**config.mk**
```make
export PLATFORM = sky130hd
export DESIGN_NAME = icache_direct
export DESIGN_NICKNAME = d
export VERILOG_FILES = /design/src/rtl/icache_direct.sv
export SDC_FILE = /design/constraint.sdc
export NUM_CORES = 1
export LEC_CHECK = 0
export BUFFER_PORTS_ARGS = -buffer_cell sky130_fd_sc_hd__buf_2
export CORE_MARGIN = 1
export CORE_UTILIZATION = 45
export CTS_CLUSTER_DIAMETER = 100
export CTS_CLUSTER_SIZE = 14
export DETAILED_ROUTE_END_ITERATION = 6
export HOLD_SLACK_MARGIN = 0.1
export SYNTH_ARGS = -nofsm -noshare
export SYNTH_HDL_FRONTEND = slang
export SYNTH_SLANG_ARGS = --single-unit
export TNS_END_PERCENT = 50
```
**constraint.sdc**
```tcl
create_clock -name CLK -period 7.7 [get_ports CLK]
set_input_delay 1.54 -clock CLK [delete_from_list [all_inputs] [get_ports CLK]]
set_output_delay 1.54 -clock CLK [all_outputs]
set_load 0.005 [all_outputs]
```
**src/rtl/icache_direct.sv**
```systemverilog
// Direct-mapped, one-word-per-line instruction cache with a single outstanding
// miss, whole-cache flush and saturating hit/miss counters.
module icache_direct #(
  parameter  int SETS  = 16,
  localparam int IDX_W = $clog2(SETS)
) (
  input  logic        CLK,
  input  logic        RST,
  input  logic        imemREN,
  input  logic [31:0] imemaddr,
  output logic [31:0] imemload,
  output logic        ihit,
  input  logic        flush,
  output logic        iREN,
  output logic [31:0] iaddr,
  input  logic [31:0] iload,
  input  logic        iwait,
  output logic [31:0] hit_count,
  output logic [31:0] miss_count
);

  localparam int TAG_W = 30 - IDX_W;

  localparam logic [0:0] IDLE  = 1'b0;
  localparam logic [0:0] FETCH = 1'b1;

  logic [0:0]       state_q, state_d;
  logic [31:0]      miss_addr_q, miss_addr_d;
  logic [SETS-1:0]  valid_q, valid_d;
  logic [31:0]      hit_count_q, hit_count_d;
  logic [31:0]      miss_count_q, miss_count_d;

  logic [TAG_W-1:0] tag_q  [SETS];
  logic [31:0]      data_q [SETS];

  logic [IDX_W-1:0] req_idx;
  logic [TAG_W-1:0] req_tag;
  logic [IDX_W-1:0] fill_idx;
  logic [TAG_W-1:0] fill_tag;
  logic             hit;
  logic             fill;
  logic             unused_addr_bits;

  assign req_idx          = imemaddr[IDX_W+1:2];
  assign req_tag          = imemaddr[31:IDX_W+2];
  assign fill_idx         = miss_addr_q[IDX_W+1:2];
  assign fill_tag         = miss_addr_q[31:IDX_W+2];
  assign unused_addr_bits = ^{imemaddr[1:0], miss_addr_q[1:0]};

  always_comb begin
    hit  = (state_q == IDLE) && imemREN && valid_q[req_idx]
           && (tag_q[req_idx] == req_tag);
    fill = (state_q == FETCH) && !iwait;
  end

  always_comb begin
    ihit     = hit;
    imemload = hit ? data_q[req_idx] : '0;
    iREN     = (state_q == FETCH);
    iaddr    = (state_q == FETCH) ? miss_addr_q : '0;
  end

  always_comb begin
    state_d     = state_q;
    miss_addr_d = miss_addr_q;
    case (state_q)
      IDLE: begin
        if (imemREN && !hit) begin
          state_d     = FETCH;
          miss_addr_d = {imemaddr[31:2], 2'b00};
        end
      end
      FETCH: begin
        if (!iwait) state_d = IDLE;
      end
      default: state_d = IDLE;
    endcase
  end

  // Flush takes priority over a coincident fill, leaving the new line invalid.
  always_comb begin
    valid_d = valid_q;
    if (flush) begin
      valid_d = '0;
    end else if (fill) begin
      valid_d[fill_idx] = 1'b1;
    end
  end

  always_comb begin
    hit_count_d  = hit_count_q;
    miss_count_d = miss_count_q;
    if (hit && (hit_count_q != '1)) hit_count_d = hit_count_q + 32'd1;
    if ((state_q == IDLE) && (state_d == FETCH) && (miss_count_q != '1))
      miss_count_d = miss_count_q + 32'd1;
  end

  always_ff @(posedge CLK) begin
    if (RST) begin
      state_q      <= IDLE;
      miss_addr_q  <= '0;
      valid_q      <= '0;
      hit_count_q  <= '0;
      miss_count_q <= '0;
    end else begin
      state_q      <= state_d;
      miss_addr_q  <= miss_addr_d;
      valid_q      <= valid_d;
      hit_count_q  <= hit_count_d;
      miss_count_q <= miss_count_d;
    end
  end

  always_ff @(posedge CLK) begin
    if (fill && !RST) begin
      tag_q[fill_idx]  <= fill_tag;
      data_q[fill_idx] <= iload;
    end
  end

  assign hit_count  = hit_count_q;
  assign miss_count = miss_count_q;

endmodule

```
==> out/qor.txt, run 1 <==
status: complete, no violations
hold path depth: 2
R2R setup slack: 3.53 ns
io pins: 199
post-synth top area share: 67.6%
cts hold-fix bufs: 0
hold path startpoint: valid_q[7]
R2R depth: 9
clock root buffer master: clkbuf_16
CP Launch Type: input port
Leak Pwr: 14.5 nW
Initial Util: 45.6%
FF+latch area: 30100 µm²
RR Startpoint: tag_q[12][23]
worst slew pin tran: 1.15 ns
top cells by area, synth: edfxtp_1, mux4_2, dfxtp_1
Resized cells post-CTS: 0
RD Place Congestion: 0.817
Slew Limit Fails: 0
initial antenna violation count: 10
Tmin final: 6.84 ns
final core utilization: 50.8%
Post-synth EDFFs: 928
setup bufs post-CTS: 0
CP Class: in -> out
Die ar.: 92800 µm²
Layout area overhead: 11.5%
layout cells sized above 1: 27.3%
Setup crit end kind: output pin
nets@finish: 2431
die height: 305 µm
clk_lat worst skew: 0.64 ns
Core ar.: 90400 µm²
final hold vios: 0
quantity of I/O buffers inserted on ports: 194
number of global-route vias before repair: 22200
WP data required: 6.16 ns
CP Max Fanout: 58
Post-Synthesis Cells: 2154
CTS tree: done
Max rail drop VDD: 153 µV
number of buffers created by CTS: 84
clock sink count: 1039
cell row count: 110
Post-Place Cell Area: 43600 µm²
Syn Area/Cell: 19.1 µm²
crit-path cells: buf_6 > buf_4 > mux4_2 > mux2i_1 > xor2_1 > nand3_1 > a211oi_2 > nand4_2 > or2_4 > nor2b_1 > buf_2
Residual DRC: 0
Layout Cells excl Fill: 3573
Seq/Total Area, Yosys: 73.0%
CP peak stage delay: 0.63 ns
pre-CTS WS: 0.862 ns
Min Hold Slack: 0.472 ns
multi-input logic area: 10600 µm²
Critical R2R Capture: hit_count[16]
#FFs+latches synth: 1039
CP Buf/Inv Count: 3
Final Cycle Share: 88.8%
Final Power: 10.6 mW
final setup fails: 0
global route total overflow: 0
Vias/cell: 5.97
# fillers: 7227
GRT Overall Usage: 21.3%
crit path DAT: 5.30 ns
Die X-Extent: 305 µm
Post-Route Setup TNS: 0 ns
dominant synthesized flop cell: edfxtp_1
unrepaired setup endpoints after global routing: no
slowest stage cell, crit path: or2_4
first drt pass iteration count: 5
Crit path max-delay family: simple AND/OR/NAND/NOR gates
skew final: 0.0211 ns
Worst-path clk slew: 0.07 ns
max frequency: 0.146 GHz
Cell Area, Synth: 41200 µm²
WL final: 98.1 mm
Finished Cell Area: 46000 µm²
Hold Path End: valid_q[7]
max-cap viol count: 0
Max clock buf depth: 3
H-tree Lvls: 3
most area-hungry cell type in the Yosys netlist: edfxtp_1
ys async rst share: 0%
Post-DRT Antenna Nets: 0
via count: 21300
wire length of the first global-routing pass: 146 mm
PD cells: 231 nW/µm²
Ys Warns: 0
Final WS setup: 0.863 ns
relative slew slack: 23.4%
post-DR wirelength/cell: 27.5 µm
number of DRC markers in iteration 0: 1999
Synth cell types: 64
largest net degree at the start of global routing: 113
placed wire-length estimate: 53.3 mm
placed cell count: 3450
worst min-delay path class: reg -> reg
## report_power, final
group | leakage, nW | switching (mW) | internal [mW]
Sequential | 9.01 | 0.0457 | 6.16
Combinational | 4.37 | 0.287 | 0.213
Clock | 1.13 | 1.88 | 2.06
Total | 14.5 | 2.21 | 8.43
## logic make-up after synthesis
kind of cell	count (synthesis)	synth area share, %
adders and majority gates	2	0.0607
and+or+nand+nor	439	5.83
AOI/OAI and AO/OA	191	2.99
other	1	0.00910
DFF	1039	73.0
muxes	316	15.7
xor gates and xnor gates	33	0.720
buffers and inverters	133	1.66
## worst max path at each step
stage,endpoint,slack [ns],from,depth (start not counted)
floorplan,data_q[3][0],1.13,RST,4
global placement,imemload[26],0.94,imemaddr[4],11
detailed placement,imemload[26],0.86,imemaddr[4],11
CTS,imemload[26],0.85,imemaddr[4],11
global route,imemload[26],0.71,imemaddr[4],11
finish,imemload[25],0.86,imemaddr[4],11
## layout make-up
class,instances,share of cell area (%)
inverter,8,0.0708
antenna,4,0.0218
multi-input combinational,983,23.1
tap,1176,3.20
clock inverter,5,0.136
clock buffer,114,4.96
sequential,1039,65.5
timing repair buffer,244,3.07
## flip-flops by register name, summed over array words and instances (netlist names)
register	cells
data_q	512
tag_q	416
hit_count	32
miss_count	32
miss_addr_q	30
valid_q	16
iREN	1
## layout by cell type, fill, tap and decap left out, drive strengths merged, types with 24 or more instances in the layout
cell,synthesis,layout
a21oi,94,94
nor2b,59,59
buf,62,243
nand3,61,61
mux2i,37,37
o31ai,27,27
and3,24,24
nand2,66,66
dfxtp,111,111
or4,30,30
and2,40,40
mux4,263,263
edfxtp,928,928
clkbuf,63,115
nor2,71,71
## synthesized netlist by cell type, types with 7 or more instances
cell	number
nor2_1	71
nor2b_1	59
mux2_2	16
o22ai_1	7
nand2_1	66
dfxtp_1	111
xnor2_1	13
buf_1	27
a21oi_1	94
or3_1	9
o31ai_1	27
nor4_1	12
or4_1	30
nand2b_1	11
xor2_1	19
mux4_2	261
and2_1	40
buf_2	17
inv_1	8
edfxtp_1	928
mux2i_1	37
nor3_1	15
nand4_1	17
and3_1	24
o21ai_0	10
clkbuf_1	63
nand3_1	61
a221oi_1	13
## layer usage
| layer | up-vias | global-route usage [%] | wire length, µm |
|---|---|---|---|
| met5 | - | 0 | 62 |
| met4 | 10 | 6.05 | 2550 |
| met3 | 159 | 3.31 | 5600 |
| met2 | 661 | 35.0 | 48000 |
| met1 | 11300 | 29.7 | 41900 |
| li1 | 9186 | - | - |
## tightest hold or removal path, cell delays in order (launching register included)
cell	delay, ns
dfxtp_1	0.33
a21oi_1	0.04
nor2_1	0.07
No activity file was read; power rests on OpenSTA's default activity.
==> run 2, diff against run 1 <==
--- a/config.mk
+++ b/config.mk
@@ -12,6 +12,8 @@
 export CTS_CLUSTER_SIZE = 14
 export DETAILED_ROUTE_END_ITERATION = 6
 export HOLD_SLACK_MARGIN = 0.1
+export PLACE_DENSITY_LB_ADDON = 0.1
+export REMOVE_ABC_BUFFERS = 1
 export SYNTH_ARGS = -nofsm -noshare
 export SYNTH_HDL_FRONTEND = slang
 export SYNTH_SLANG_ARGS = --single-unit
==> run 2 against run 1 <==
  * Die area did not move
  * Wire length rose by 4.2%
  * Clock power rose by 2%
  * Cell area rose by 0.37%
  * Largest power group unchanged
  * Combinational power rose by 3%
  * Utilization rose by 0.19 points
  * Register-to-register slack got worse by 0.20 ns
==> out/qor.txt, run 2 (synthesized netlist as in run 1, its figures left out) <==
first drt pass iteration count: 7
H-tree Lvls: 3
status: complete, no violations
max-cap viol count: 0
final setup fails: 0
post-DR wirelength/cell: 28.4 µm
unrepaired setup endpoints after global routing: no
placed wire-length estimate: 56.4 mm
max reg flops: 512
initial antenna violation count: 8
nets@finish: 2444
Tmin final: 6.83 ns
cell row count: 110
CP Class: in -> out
WL final: 102 mm
Min Hold Slack: 0.473 ns
R2R setup slack: 3.33 ns
WP data required: 6.16 ns
RD Place Congestion: 0.787
Post-DRT Antenna Nets: 0
via count: 21600
GR Util met1: 30.6%
CP Launch Type: input port
Top Registers: data_q: 512 flops, tag_q: 416 flops
layout cells sized above 1: 27.5%
commonest cells after routing, fill and taps aside: edfxtp_1, mux4_2, buf_2, dfxtp_1, a21oi_1
met2 Track Usage GR: 37.4%
met3 layer usage reported by global route: 3.31%
Resized cells post-CTS: 0
CP Max Fanout: 53
Final Cycle Share: 88.7%
cts hold-fix bufs: 0
placed cell count: 3463
number of global-route vias before repair: 22000
Max clock buf depth: 3
FF+latch area: 30100 µm²
final hold vios: 0
crit path DAT: 5.29 ns
number of DRC markers in iteration 0: 2277
Max rail drop VDD: 173 µV
Residual DRC: 0
number of buffers created by CTS: 84
clock root buffer master: clkbuf_16
die height: 305 µm
RR Startpoint: tag_q[7][13]
multi-input logic area: 10600 µm²
Setup crit start: imemaddr[3]
PD cells: 232 nW/µm²
skew final: 0.0299 ns
global route total overflow: 0
max frequency: 0.146 GHz
R2R depth: 9
Critical path destination: ihit
clock sink count: 1039
GRT Overall Usage: 22.2%
Setup crit end kind: output pin
Biggest register: data_q
Critical R2R Capture: miss_count[18]
Core ar.: 90400 µm²
Die X-Extent: 305 µm
Vias/cell: 6.00
setup bufs post-CTS: 0
quantity of I/O buffers inserted on ports: 194
wire length of the first global-routing pass: 150 mm
ANT cells: 0
Die ar.: 92800 µm²
largest net degree at the start of global routing: 69
hold path startpoint: valid_q[2]
Layout Cells excl Fill: 3600
worst slew pin tran: 1.11 ns
Post-Route Setup TNS: 0 ns
relative slew slack: 25.8%
Leak Pwr: 14.6 nW
Initial Util: 45.6%
clk_lat worst skew: 0.64 ns
# fillers: 7288
Slew Limit Fails: 0
Top Usage Layer GRT: met2
most common cell after layout, fill and taps aside: edfxtp_1
Worst-path clk slew: 0.07 ns
CTS tree: done
Layout area overhead: 11.9%
io pins: 199
final core utilization: 51.0%
pre-CTS WS: 0.795 ns
Final WS setup: 0.873 ns
worst min-delay path class: reg -> reg
-- run 2: cell types whose count changed in the layout (fill, tap and decap cells not counted), moves of 2 or more --
cell	delta
diode_2	-4
buf_12	+2
buf_4	+11
clkbuf_1	+19
-- run 2: how the worst min path moves through the flow --
stage	to	slack [ns]	cells past startpoint
final	valid_q[2]	0.47	2
after global routing	valid_q[2]	0.50	2
after CTS	valid_q[6]	0.47	2
after detailed placement	valid_q[6]	0.46	2
after global placement	valid_q[14]	0.45	2
after floorplan	valid_q[10]	0.43	2
-- run 2: routing by layer --
| layer | vias up | wire length [µm] |
|---|---|---|
| met2 | 689 | 51600 |
| met3 | 103 | 5920 |
| met4 | 14 | 1650 |
| met5 | - | 76 |
| li1 | 9229 | - |
| met1 | 11600 | 43000 |
-- run 2: worst max-delay path, stage by stage --
cell	delay (ns)
buf_8	0.39
buf_4	0.37
mux4_2	0.54
mux2i_1	0.17
xor2_1	0.17
nand4_1	0.10
o21ai_1	0.56
nand4_2	0.20
or2_4	0.52
buf_4	0.33
inv_1	0.07
buf_2	0.14
-- run 2: report_power, final --
| part | switching (mW) | internal [mW] |
|---|---|---|
| logic | 0.298 | 0.216 |
| clock network | 1.92 | 2.08 |
| registers | 0.0462 | 6.16 |
| total | 2.27 | 8.45 |
-- run 2: metrics by stage --
stage,power [mW],area (µm²)
after detailed placement,6.85,43700
after global routing,11.1,46100
after floorplan,6.56,40600
final,10.7,46100
after global placement,6.84,43700
after CTS,10.8,46100
-- run 2: layout make-up --
class                      count  share of cell area, %
clock buffer                 132                   5.04
clock inverter                 5                  0.152
inverter                       8                 0.0705
multi-input combinational    983                   23.0
sequential                  1039                   65.2
tap                         1176                   3.19
timing repair buffer         257                   3.33
